===== src/rtl/sync_fifo_param.sv =====
// rtl/sync_fifo_param.sv - parameterised synchronous FIFO; define FIFO_FWFT_EN for first-word-fall-through
module sync_fifo_param #(
    parameter int DATA_W   = 8,
    parameter int DEPTH    = 256,
    parameter int AF_LEVEL = 254,
    parameter int AE_LEVEL = 2
) (
    input  logic                       sys_clk,
    input  logic                       sys_rst_n,
    input  logic                       wr_en,
    input  logic [DATA_W-1:0]          wr_data,
    input  logic                       rd_en,
    output logic [DATA_W-1:0]          rd_data,
    output logic                       full,
    output logic                       empty,
    output logic                       almost_full,
    output logic                       almost_empty,
    output logic [$clog2(DEPTH):0]     data_count,
    output logic                       overflow,
    output logic                       underflow
);

    localparam int AW = $clog2(DEPTH);

    // Thresholds and constants sized to the count/pointer width
    localparam logic [AW:0] AF_C  = (AW+1)'(AF_LEVEL);
    localparam logic [AW:0] AE_C  = (AW+1)'(AE_LEVEL);
    localparam logic [AW:0] ONE_C = (AW+1)'(1);

    // Storage array; deliberately not reset
    logic [DATA_W-1:0] mem [DEPTH];

    logic [AW:0]       wr_ptr_q, wr_ptr_d;
    logic [AW:0]       rd_ptr_q, rd_ptr_d;
    logic [AW:0]       count_q, count_d;
    logic [DATA_W-1:0] rd_data_q, rd_data_d;
    logic              full_q, full_d;
    logic              empty_q, empty_d;
    logic              af_q, af_d;
    logic              ae_q, ae_d;
    logic              ovf_q, ovf_d;
    logic              unf_q, unf_d;

    logic              wr_acc;
    logic              rd_acc;
    logic [AW-1:0]     wr_addr;
    logic [AW-1:0]     rd_addr;

    assign wr_acc  = wr_en & ~full_q;
    assign rd_acc  = rd_en & ~empty_q;
    assign wr_addr = wr_ptr_q[AW-1:0];
    assign rd_addr = rd_ptr_q[AW-1:0];

    // Next pointer, count and status flags computed from the post-edge pointers
    always_comb begin
        wr_ptr_d = wr_ptr_q;
        rd_ptr_d = rd_ptr_q;
        count_d  = count_q;
        if (wr_acc) begin
            wr_ptr_d = wr_ptr_q + ONE_C;
        end
        if (rd_acc) begin
            rd_ptr_d = rd_ptr_q + ONE_C;
        end
        if (wr_acc && !rd_acc) begin
            count_d = count_q + ONE_C;
        end else if (rd_acc && !wr_acc) begin
            count_d = count_q - ONE_C;
        end
        full_d  = (wr_ptr_d[AW-1:0] == rd_ptr_d[AW-1:0]) && (wr_ptr_d[AW] != rd_ptr_d[AW]);
        empty_d = (wr_ptr_d == rd_ptr_d);
        af_d    = (count_d >= AF_C);
        ae_d    = (count_d <= AE_C);
        ovf_d   = wr_en & full_q;
        unf_d   = rd_en & empty_q;
    end

`ifdef FIFO_FWFT_EN
    logic [AW-1:0] head_addr;
    logic          head_bypass;

    assign head_addr   = rd_ptr_d[AW-1:0];
    // The head slot is being written this edge only when the word lands in an otherwise drained FIFO
    assign head_bypass = wr_acc && (wr_addr == head_addr);

    // Output register tracks the post-edge head entry; holds while empty
    always_comb begin
        rd_data_d = rd_data_q;
        if (!empty_d) begin
            rd_data_d = head_bypass ? wr_data : mem[head_addr];
        end
    end
`else
    // Output register loads the read entry only on an accepted read
    always_comb begin
        rd_data_d = rd_data_q;
        if (rd_acc) begin
            rd_data_d = mem[rd_addr];
        end
    end
`endif

    // Array write on accepted writes only
    always_ff @(posedge sys_clk) begin
        if (wr_acc) begin
            mem[wr_addr] <= wr_data;
        end
    end

    // Control state with asynchronous clear
    always_ff @(posedge sys_clk or negedge sys_rst_n) begin
        if (!sys_rst_n) begin
            wr_ptr_q  <= '0;
            rd_ptr_q  <= '0;
            count_q   <= '0;
            rd_data_q <= '0;
            full_q    <= 1'b0;
            empty_q   <= 1'b1;
            af_q      <= 1'b0;
            ae_q      <= 1'b1;
            ovf_q     <= 1'b0;
            unf_q     <= 1'b0;
        end else begin
            wr_ptr_q  <= wr_ptr_d;
            rd_ptr_q  <= rd_ptr_d;
            count_q   <= count_d;
            rd_data_q <= rd_data_d;
            full_q    <= full_d;
            empty_q   <= empty_d;
            af_q      <= af_d;
            ae_q      <= ae_d;
            ovf_q     <= ovf_d;
            unf_q     <= unf_d;
        end
    end

    assign rd_data      = rd_data_q;
    assign full         = full_q;
    assign empty        = empty_q;
    assign almost_full  = af_q;
    assign almost_empty = ae_q;
    assign data_count   = count_q;
    assign overflow     = ovf_q;
    assign underflow    = unf_q;

endmodule


===== config.mk =====
export PLATFORM = sky130hd
export DESIGN_NAME = sync_fifo_param
export DESIGN_NICKNAME = d
export VERILOG_FILES = /design/src/rtl/sync_fifo_param.sv
export SDC_FILE = /design/constraint.sdc
export NUM_CORES = 2
export LEC_CHECK = 0
export ABC_AREA = 1
export ABC_CLOCK_PERIOD_IN_PS = 2900
export BUFFER_PORTS_ARGS = -buffer_cell sky130_fd_sc_hd__clkbuf_2
export CAP_MARGIN = 20
export CORE_UTILIZATION = 45
export CTS_BUF_LIST = sky130_fd_sc_hd__clkbuf_16
export DETAILED_ROUTE_END_ITERATION = 10
export SYNTH_ARGS = -nofsm -noshare
export SYNTH_HDL_FRONTEND = slang
export SYNTH_SLANG_ARGS = --single-unit

===== constraint.sdc =====
create_clock -name sys_clk -period 2.9 [get_ports sys_clk]
set_clock_uncertainty 0.05 [all_clocks]
set_input_delay 0.58 -clock sys_clk [delete_from_list [all_inputs] [get_ports sys_clk]]
set_output_delay 0.58 -clock sys_clk [all_outputs]
set_load 0.01 [all_outputs]

# ---- Word-level counts from Yosys, hierarchy flattened
# Memory sizes are Yosys's and may differ from the RTL's. A register that Yosys moved wholly into a read port is not among the register bits.
# Index checks and enable logic that the tools add are counted.
dict set report op_classes {
  mul 0
  eq_ne 3
  n_div 0
  shifts 0
  bitwise 6
  order_cmp 2
  muxes 6
  reduce_logical 6
  n_addsub 4
}
# cell count
set ops {}
lappend ops {{two-way mux 9 bit} 4}
lappend ops {{adder 9 x 1 -> 9 bit, second input constant} 3}
lappend ops {{== test 9 bit} 1}
lappend ops {{greater-or-equal comparator 9 x 8 -> 1 bit, second input constant} 1}
lappend ops {{less-or-equal comparator 9 x 2 -> 1 bit, second input constant} 1}
lappend ops {{subtractor 9 x 1 -> 9 bit, second input constant} 1}
lappend ops {{== test 8 bit} 1}
lappend ops {{AND 1 bit} 4}
lappend ops {{logical AND 1 bit} 3}
lappend ops {{logical NOT 1 bit} 3}
lappend ops {{two-way mux 1 bit} 2}
lappend ops {{inverter 1 bit} 2}
lappend ops {{inequality test 1 bit} 1}
dict set report word_totals {
  ramBits 2048
  romBits 0
  memories 1
  wordCells 37
  input_bits 12
  register_bits 33
  out_inout_bits 23
  latch_bits 0
}
# memory words word_bits rd rd_clocked_by_memory_dff wr line
set memory_table {}
lappend memory_table {mem 256 8 1 1 1 31} ;# logic [DATA_W-1:0] mem [DEPTH];

# ---- Depth between registers and ports, before layout
dict set report logic_depth {
  word_depth 7
  depth_mapped 16
  depth_no_buf 13
}

# ---- Worst setup path after synthesis
# OpenSTA, ideal clock, no wires.
dict set report synth_timing {
  path_type {input port to flip-flop}
  start {in wr_en}
  end {mem mem[102][0], enable pin}
  arrival_time_ns 1.863
  setup_ns 0.370
  setup_slack_ns 0.617
  path_buffers 2
  required_time_ns 2.480
  stages 6
  cell_sequence {nand2_2 -> inv_2 -> clkbuf_1 -> nand3_1 -> clkbuf_1 -> nor2_1}
}
dict set report synth_via {
  elab_chain_len 3
}
# item line
set synth_lines {}
lappend synth_lines {{start, declared} 10} ;# input logic wr_en,
lappend synth_lines {{AND 1 bit} 49} ;# assign wr_acc = wr_en & ~full_q;
lappend synth_lines {{two-way mux 1 bit} 105} ;# if (wr_acc) begin
lappend synth_lines {{two-way mux 1 bit (implied by the code)} 106} ;# mem[wr_addr] <= wr_data;
lappend synth_lines {{end, declared} 31}
# No other way between the ends.

==> summary.md <==
| Metric | Value |
|---|---|
| Status | `finished, violations left` |
| Failing checks | `design-rule violations` |
| Vias | `57100` |
| Flop pwr share | `0.412` |
| Final net count | `7727` |
| Clk buf depth | `3` |
| Sequential fraction of the synthesis area | `0.735` |
| Final core occ | `0.525` |
| Int Power | `0.0550 W` |
| Area taken by multi-input logic gates | `0.0203 sq mm` |
| Crit path DAT | `3.60 ns` |
| Count leader, synth | `nand2_1` |
| Htree depth | `4` |
| Syn Inst Count | `7377` |
| Core area | `0.188 sq mm` |
| M2 GR Usage | `0.394` |
| Post-synth EDFFs | `2048` |
| Post-synth top area share | `0.723` |
| Switching share of power | `0.339` |
| Worst Max-Slew Pin Slew | `1.01 ns` |
| Max Fclk | `350 MHz` |
| Fin crit period | `2.86 ns` |
| Final Cycle Share | `0.986` |
| DP Worst Slack | `-0.365 ns` |
| Worst-Skew Late Latency | `0.85 ns` |
| FF+latch area | `0.0625 sq mm` |
| Wire length per cell | `23.4 microns` |
| First-pass GRT wire length | `357000 microns` |
| Gr busiest metal | `met2` |
| Iteration-0 DRC Markers | `6463` |
| Non-Filler Instances | `10400` |
| I/O pin cnt | `35` |
| Startpoint types | `flip-flop` |
| Worst setup margin | `0.0408 ns` |
| Warnings from Yosys | `0` |
| VDD IR max | `0.000750 V` |
| Die ar. | `0.191 sq mm` |
| Vias/cell | `5.51` |
| Crit end category | `flip-flop` |
| Yosys reg bits | `2089` |
| Yosys top cell by area | `edfxtp_1` |
| Commonest cells in the netlist | `2839 x nand2_1, 2048 x edfxtp_1, 1325 x nand3_1` |
| Final TNS setup | `0 ns` |
| Kind of critical path | `flip-flop to flip-flop` |
| Met3 Usage GRT | `0.0414` |
| Overall die width | `437 microns` |
| Layout area overhead | `15.9%` |
| Initial antenna violation count | `10` |
| Clock power frac | `0.323` |
| I/O Buffers | `34` |
| Total Routing Usage GR | `0.251` |
| Hold Crit Class | `input pin to flip-flop` |
| Vias in the first global route | `54000` |
| Share of cells above drive strength 1 | `0.114` |
| CTS tree | `yes` |
| Grt total ovfl | `0` |
| Synth Flop Type | `edfxtp_1` |
| Mapped Area | `0.0850 sq mm` |
| Logic pwr share | `0.265` |
| Worst-path clk slew | `0.07 ns` |
| Hold Fails Final Rpt | `0` |
| Pwr Density | `843 mW/mm^2` |
| Max-slew headroom | `0.329` |
| FILL cells | `16000` |
| Avg Cell Area, Syn | `11.5 sq um` |
| RSZ-0062 raised after global routing | `no` |
| Final setup violation count | `0` |
| Syn_nets | `7396` |
| Rows | `159` |
| DR pass1 iterations | `11` |
| Largest net degree at the start of global routing | `105` |
| Area contributors post-synth | `edfxtp_1 72%, nand2_1 13%, nand3_1 7.8%` |
| Crit path max fanout | `24` |
| Total CTS buffers | `212` |
| Fin. max-slew vios | `0` |
| Unique masters post-synth | `31` |
| Initial Utilization | `0.453` |
| Die H | `437 microns` |
| Total Power | `0.0831 W` |
| Sink Count | `2089` |
| Post-Route WL | `243000 microns` |
| Crit path required time | `3.64 ns` |
| Grt met1 use | `0.355` |
| Max_cap viols | `0` |
| DP Cell Count | `9972` |
| Pleak | `36.5 nW` |
| Async SR Flop Fraction | `0.0196` |
| DRC Markers | `4` |
| Root Buffer | `clkbuf_16` |
| RePlAce Congestion | `0.890` |
| Post-DP HPWL | `146000 microns` |
| Post-DRT Antenna Nets | `0` |
| Switch Pwr | `0.0281 W` |
[area by class of cell]
class	count	share of cell area
flip-flops and latches	2089	0.635
repair buffers	569	0.0552
diodes	3	0.0000762
inverters	55	0.00256
repair inverters	2	0.000178
multi-input cells	4779	0.206
clock buffers	215	0.0546
clock inverters	169	0.0146
well taps	2495	0.0317
[critical path, cell delays in order (launching register included)]
cell and delay, ns:
dfrtp_4 0.60, nor2_4 0.20, buf_12 0.26, buf_12 0.21, a21oi_1 0.09, nand3_1 0.19, nand3_2 0.28, nand3_2 0.26
nand3_1 0.26, nand3_1 0.18, nand3_1 0.08, nand2_1 0.06
[cells in the final DEF, fill, tap and decap left out, drive strengths merged]
cell type,synthesis,layout
clkinv,1,88
xnor2,5,5
dfstp,2,2
ha,7,7
dlygate4sd3,0,3
a21boi,7,7
edfxtp,2048,2048
clkbuf,132,244
o21ai,15,15
buf,322,537
o211ai,7,7
a21oi,246,246
nor3b,1,1
inv,54,114
nand4,2,2
nor3,6,6
nand3,1325,1325
diode,0,3
dfrtp,39,39
a31oi,1,1
nor2,297,297
o32ai,1,1
clkinvlp,0,3
bufinv,0,21
xor2,17,17
o31ai,1,1
nand2,2841,2841
[path summary, 6_finish.rpt]
path	slack [ns]	cells after the start	end	startpoint
setup reg to reg	0.04	11	rd_data[3]	rd_ptr_q[1]
hold reg to reg	0.43	1	wr_ptr_q[8]	wr_ptr_q[8]
setup / recovery	0.04	11	rd_data[3]	rd_ptr_q[1]
min in group asynchronous	0.36	2	almost_full	sys_rst_n
max in group asynchronous	1.68	2	rd_ptr_q[0]	sys_rst_n
hold / removal	0.09	1	mem[44][1]	wr_data[1]
[through the flow]
| step | area [sq um] | hold WS, ns |
|---|---|---|
| after global routing | 98500 | 0.0683 |
| after detailed placement | 91400 | 0.418 |
| after global placement | 91400 | 0.417 |
| after floorplan | 85000 | 0.234 |
| final | 98500 | 0.0933 |
| after CTS | 98400 | 0.0531 |
[logic make-up after synthesis]
logic type	synth area share
AO/OA/AOI/OAI	0.0169
flip-flops	0.735
AND/OR/NAND/NOR	0.217
buffers and inverters	0.0271
XOR/XNOR	0.00227
adder cells (fa/ha/maj)	0.00103
[layer usage]
| layer | vias up | share of wire |
|---|---|---|
| met5 | - | 0.000049 |
| met4 | 2 | 0.034 |
| met3 | 382 | 0.082 |
| met2 | 2378 | 0.46 |
| met1 | 28000 | 0.42 |
| li1 | 26300 | - |
[registers in the layout, indices dropped and copies added, names as in the netlist]
| register | flops |
|---|---|
| almost_empty | 1 |
| almost_full | 1 |
| data_count | 9 |
| empty | 1 |
| full | 1 |
| mem | 2048 |
| overflow | 1 |
| rd_data | 8 |
| rd_ptr_q | 9 |
| underflow | 1 |
| wr_ptr_q | 9 |
[power groups by stage]
| stage | registers, W | clock network (W) | logic (W) |
|---|---|---|---|
| 2_1_floorplan | 0.0346 | 0 | 0.0118 |
| 3_3_place_gp | 0.0349 | 0 | 0.0213 |
| 3_5_place_dp | 0.0349 | 0 | 0.0214 |
| 4_1_cts | 0.0343 | 0.0271 | 0.0216 |
| 5_1_grt | 0.0343 | 0.0282 | 0.0235 |
| 6_report | 0.0343 | 0.0268 | 0.0220 |
[what timing repair did]
| action | in CTS | in global routing |
|---|---|---|
| pin swaps | 0 | 1 |
| buffers inserted | 7 | 3 |
| resized for setup | 10 | 6 |
| endpoints found under the setup margin | 8 | 7 |
| cloned | 1 | 3 |
| hold buffers | 3 | 0 |
| endpoints found under the hold margin | 30 | 0 |
(Power assumes the default switching activity.)
